==> src/rtl/segasys1_sndcmd_latch.sv <==
// Sound command receiver: captures SNDNO on SNDRQ rise, then issues a timed NMI.
// Define SNDCMD_FIFO_EN to replace the single overwrite latch with a FIFO.
module segasys1_sndcmd_latch #(
    parameter int NMI_WIDTH = 160,
    parameter int FIFO_AW   = 2
) (
    input  logic       CLK40M,
    input  logic       RESET_N,
    input  logic       SNDRQ,
    input  logic [7:0] SNDNO,
    input  logic       CPU_CE,
    input  logic       CPU_RD_CMD,
    output logic [7:0] CPU_DO,
    output logic       NMI_N,
    output logic       PENDING,
    output logic       OVERRUN
);

    typedef enum logic [1:0] {
        S_IDLE,
        S_ASSERT,
        S_WAIT
    } state_t;

    localparam logic [7:0] CNT_LOAD = 8'(NMI_WIDTH - 1);

    logic   rq_prev_q;
    logic   new_cmd;
    logic   rd_req;
    logic   consume;
    logic   nonempty;
    logic   ovr_q, ovr_d;
    state_t state_q, state_d;
    logic [7:0] cnt_q, cnt_d;
    logic   rdseen_q, rdseen_d;

    assign new_cmd = SNDRQ & ~rq_prev_q;
    assign rd_req  = CPU_RD_CMD & CPU_CE;

`ifdef SNDCMD_FIFO_EN
    localparam int DEPTH = 1 << FIFO_AW;
    localparam logic [FIFO_AW:0] FULL_CNT = (FIFO_AW + 1)'(DEPTH);

    logic [7:0]         mem_q [DEPTH];
    logic [7:0]         mem_d [DEPTH];
    logic [FIFO_AW-1:0] rptr_q, rptr_d;
    logic [FIFO_AW-1:0] wptr_q, wptr_d;
    logic [FIFO_AW:0]   fcnt_q, fcnt_d;
    logic               full;
    logic               push;

    assign nonempty = (fcnt_q != '0);
    assign full     = (fcnt_q == FULL_CNT);
    assign consume  = rd_req & nonempty;
    // A pop in the same cycle frees the slot, so a full FIFO still accepts
    assign push     = new_cmd & (~full | consume);

    always_comb begin
        mem_d  = mem_q;
        rptr_d = rptr_q;
        wptr_d = wptr_q;
        fcnt_d = fcnt_q;
        ovr_d  = new_cmd & full & ~consume;
        if (push) begin
            mem_d[wptr_q] = SNDNO;
            wptr_d        = wptr_q + 1'b1;
        end
        if (consume) begin
            rptr_d = rptr_q + 1'b1;
        end
        unique case ({push, consume})
            2'b10:   fcnt_d = fcnt_q + 1'b1;
            2'b01:   fcnt_d = fcnt_q - 1'b1;
            default: fcnt_d = fcnt_q;
        endcase
    end

    always_ff @(posedge CLK40M or negedge RESET_N) begin
        if (!RESET_N) begin
            for (int i = 0; i < DEPTH; i++) begin
                mem_q[i] <= 8'h00;
            end
            rptr_q <= '0;
            wptr_q <= '0;
            fcnt_q <= '0;
        end else begin
            mem_q  <= mem_d;
            rptr_q <= rptr_d;
            wptr_q <= wptr_d;
            fcnt_q <= fcnt_d;
        end
    end

    assign CPU_DO = mem_q[rptr_q];
`else
    logic [7:0] latch_q, latch_d;
    logic       pend_q, pend_d;

    assign nonempty = pend_q;
    assign consume  = rd_req & pend_q;

    always_comb begin
        latch_d = latch_q;
        pend_d  = pend_q & ~consume;
        ovr_d   = new_cmd & pend_q & ~consume;
        if (new_cmd) begin
            latch_d = SNDNO;
            pend_d  = 1'b1;
        end
    end

    always_ff @(posedge CLK40M or negedge RESET_N) begin
        if (!RESET_N) begin
            latch_q <= 8'h00;
            pend_q  <= 1'b0;
        end else begin
            latch_q <= latch_d;
            pend_q  <= pend_d;
        end
    end

    assign CPU_DO = latch_q;
`endif

    // rdseen marks a consume during the current NMI sequence; a store
    // still non-empty after such a read earns a fresh NMI
    always_comb begin
        state_d  = state_q;
        cnt_d    = cnt_q;
        rdseen_d = rdseen_q | consume;
        unique case (state_q)
            S_IDLE: begin
                if (nonempty) begin
                    state_d = S_ASSERT;
                    cnt_d   = CNT_LOAD;
                end
            end
            S_ASSERT: begin
                if (cnt_q == 8'd0) begin
                    state_d = S_WAIT;
                end else begin
                    cnt_d = cnt_q - 8'd1;
                end
            end
            S_WAIT: begin
                if (!nonempty) begin
                    state_d = S_IDLE;
                end else if (rdseen_q) begin
                    state_d = S_ASSERT;
                    cnt_d   = CNT_LOAD;
                end
            end
            default: begin
                state_d = S_IDLE;
            end
        endcase
        if (state_d == S_ASSERT && state_q != S_ASSERT) begin
            rdseen_d = consume;
        end
    end

    always_ff @(posedge CLK40M or negedge RESET_N) begin
        if (!RESET_N) begin
            rq_prev_q <= 1'b1;
            ovr_q     <= 1'b0;
            state_q   <= S_IDLE;
            cnt_q     <= 8'd0;
            rdseen_q  <= 1'b0;
        end else begin
            rq_prev_q <= SNDRQ;
            ovr_q     <= ovr_d;
            state_q   <= state_d;
            cnt_q     <= cnt_d;
            rdseen_q  <= rdseen_d;
        end
    end

    assign NMI_N   = (state_q != S_ASSERT);
    assign PENDING = nonempty;
    assign OVERRUN = ovr_q;

endmodule

==> config.mk <==
export PLATFORM = sky130hd
export DESIGN_NAME = segasys1_sndcmd_latch
export DESIGN_NICKNAME = d
export VERILOG_FILES = /design/src/rtl/segasys1_sndcmd_latch.sv
export SDC_FILE = /design/constraint.sdc
export NUM_CORES = 1
export LEC_CHECK = 0
export BUFFER_PORTS_ARGS = -buffer_cell sky130_fd_sc_hd__buf_4
export CAP_MARGIN = 20
export CORE_MARGIN = 4
export CORE_UTILIZATION = 30
export DETAILED_ROUTE_END_ITERATION = 8
export SLEW_MARGIN = 20
export SYNTH_ARGS = -nofsm -noshare
export SYNTH_HDL_FRONTEND = slang
export SYNTH_SLANG_ARGS = --single-unit
==> constraint.sdc <==
create_clock -name CLK40M -period 3.03 [get_ports CLK40M]
set_clock_uncertainty 0.2 [all_clocks]
set_input_delay 0.606 -clock CLK40M [delete_from_list [all_inputs] [get_ports CLK40M]]
set_output_delay 0.606 -clock CLK40M [all_outputs]
set_load 0.01 [all_outputs]
==> reports/metrics.cfg <==
[sta]
slew_headroom=0.661
setup_viol=0
fmax_mhz=498
hold_viol=0
fin_setup_tns_ns=0
fin_ws_ns=1.02
fin_crit_sh=0.663
period_needed_ns=2.01
slew_viol_final=0
worst_pin_slew_ns=0.507
rsz0062_at_grt=false

[place]
dp_hpwl_um=1520
io_buffers=23
pre_cts_slack_ns=1.12
gp_congestion=0.810

[setup_path]
cp_cell_sequence=nand2b_1 -> buf_4
crit_type=reg2out
crit_path_max_incr_delay_ns=0.43
cp.required_ns=2.22
cp.arrival_ns=1.20
r2r_cells=3
critical_path.slowest_cell=dfrtp_1
crit_fanout=7
critPathCaptureType=primary output
cp-start-kind=flip-flop

[cells_and_area]
antennaDiodeCount=0
nFillCells=321
ff_latch_area_um2=552
syn2layout_area_growth_pct=25.0
multi_input_area_um2=420
nets=142
drive_gt1_frac=0.236

[pwr]
p_per_area_nw_per_um2=723
cellLeakagePower_uw=0.000586
vdd_drop_max_uv=255

[synthesis]
ys_warn_count=0
ys_types=29
syn_area_per_cell_um2=9.77
yosysTopAreaCell=dfrtp_1
synth-seq-cells=22
async_flop_share=1.00
synth_flop_cell=dfrtp_1
syn_inst=103
synthMostInstantiatedCell=nand2_1
syn-cell-area_um2=1010
synth_top_area_frac=0.522
synth-seq-area-share=0.549
syn_nets=117
yosys-top-cells-area=dfrtp_1 52%, nand2_1 11%, dfstp_2 2.6%, a21oi_1 2.5%, nand2b_1 2.5%
synth_common_cells=29 x nand2_1, 21 x dfrtp_1, 5 x a21oi_1
synth_edf_count=0

[clock_network]
numCtsBuffers=3
clockBufferDepth=2
clock-root-buffer=clkbuf_4
cts_setup_buffers=0
clock-sinks=22
htreeDepth=1
clock_latency_ns=0.30
cts_tree=yes
cts_hold_buf=1
cts_resized=0
clk_pin_slew_worst_paths_ns=0.12

[die]
die_w_um=65.9
ios=24
core_area_um2=3130
die_h_um=65.9
dieArea_um2=4340
initial_core_util=0.322
rows=20

[min_path]
whs_path_depth=1
hp-class=in2reg

[flow_run]
drv_cap=0

[routing]
via_count=818
routed_via_density=4.78
drc=0
ant_nets=0
dr.first_iter.drc_count=92
wl_um=2010
drtPass1Iterations=4
wl_per_cell_um=11.8

[grt]
first_global_vias=840
grt_usage=0.106
grt_antenna_before_repair=0
grt_max_degree=23
gr-total-overflow=0
grt_pass1_wl_um=3590

[run_status]
status=complete, no violations

final timing paths:
check | from | endpoint | slack (ns)
worst max register to register | cnt_q[3] | cnt_q[5] | 1.10
worst min-delay path | SNDRQ | rq_prev_q | 0.21
max in group asynchronous | RESET_N | rq_prev_q | 1.84
worst max-delay path | state_q[1] | NMI_N | 1.02
min in group asynchronous | RESET_N | cnt_q[7] | 0.51
worst min register to register | CPU_DO[2] | CPU_DO[2] | 0.30
metrics by stage:
step / total power [uW] / cell area, um2 / utilization / hold WS (ns) / cells
3_3_place_gp: 749 / 1210 / 0.387 / 0.263 / 166
5_1_grt: 991 / 1260 / 0.402 / 0.179 / 171
3_5_place_dp: 754 / 1210 / 0.387 / 0.274 / 166
2_1_floorplan: 666 / 1010 / - / 0.110 / 103
4_1_cts: 920 / 1260 / 0.402 / 0.199 / 171
6_report: 910 / 1260 / 0.402 / 0.209 / 171
critical path: cells and delay by family, from the launching register on:
kind                   cells  cell delay, ns
DFF                        1            0.43
and+or+nand+nor            1            0.27
buffers and inverters      1            0.20
layout by cell type, fill, tap and decap left out, types with 3 or more instances in the layout:
master	n
clkbuf_4	3
buf_4	23
o21ai_0	4
nand2b_1	4
or3_1	4
dfrtp_1	21
inv_1	3
or4_1	3
nand2_1	29
a21oi_1	5
nor3_1	3
report_power, final:
part           leakage, uW  total [uW]  switching, uW  internal, uW
Combinational     0.000303         285            140           146
Clock            0.0000210         160           87.1          73.3
Sequential        0.000262         464           90.6           373
Total             0.000586         910            318           592
cells by family after synthesis:
group                    after synthesis  share of synthesized area
adder cells (fa/ha/maj)                1                     0.0124
buffers and inverters                  7                     0.0336
multiplexers                           2                     0.0199
AND/OR/NAND/NOR                       56                      0.292
AO/OA/AOI/OAI                         15                     0.0933
flip-flops                            22                      0.549
layout make-up:
class / instances / share of cell area
timing repair buffer: 24 / 0.145
inverter: 3 / 0.00896
tap: 44 / 0.0438
sequential: 22 / 0.439
multi-input combinational: 74 / 0.334
clock buffer: 4 / 0.0289
flip-flops by register name, summed over array words and instances (netlist names):
register and cells:
rdseen_q 1, CPU_DO 8, PENDING 1, OVERRUN 1
cnt_q 8, rq_prev_q 1, state_q 2
layer usage:
layer	global-route usage	vias up	wire length (um)
met2	0.179	32	905
li1	-	407	-
met4	0.0311	0	0
met1	0.125	379	920
met3	0.0374	0	184
met5	0	-	0
Power figures use the tool's default switching activity.
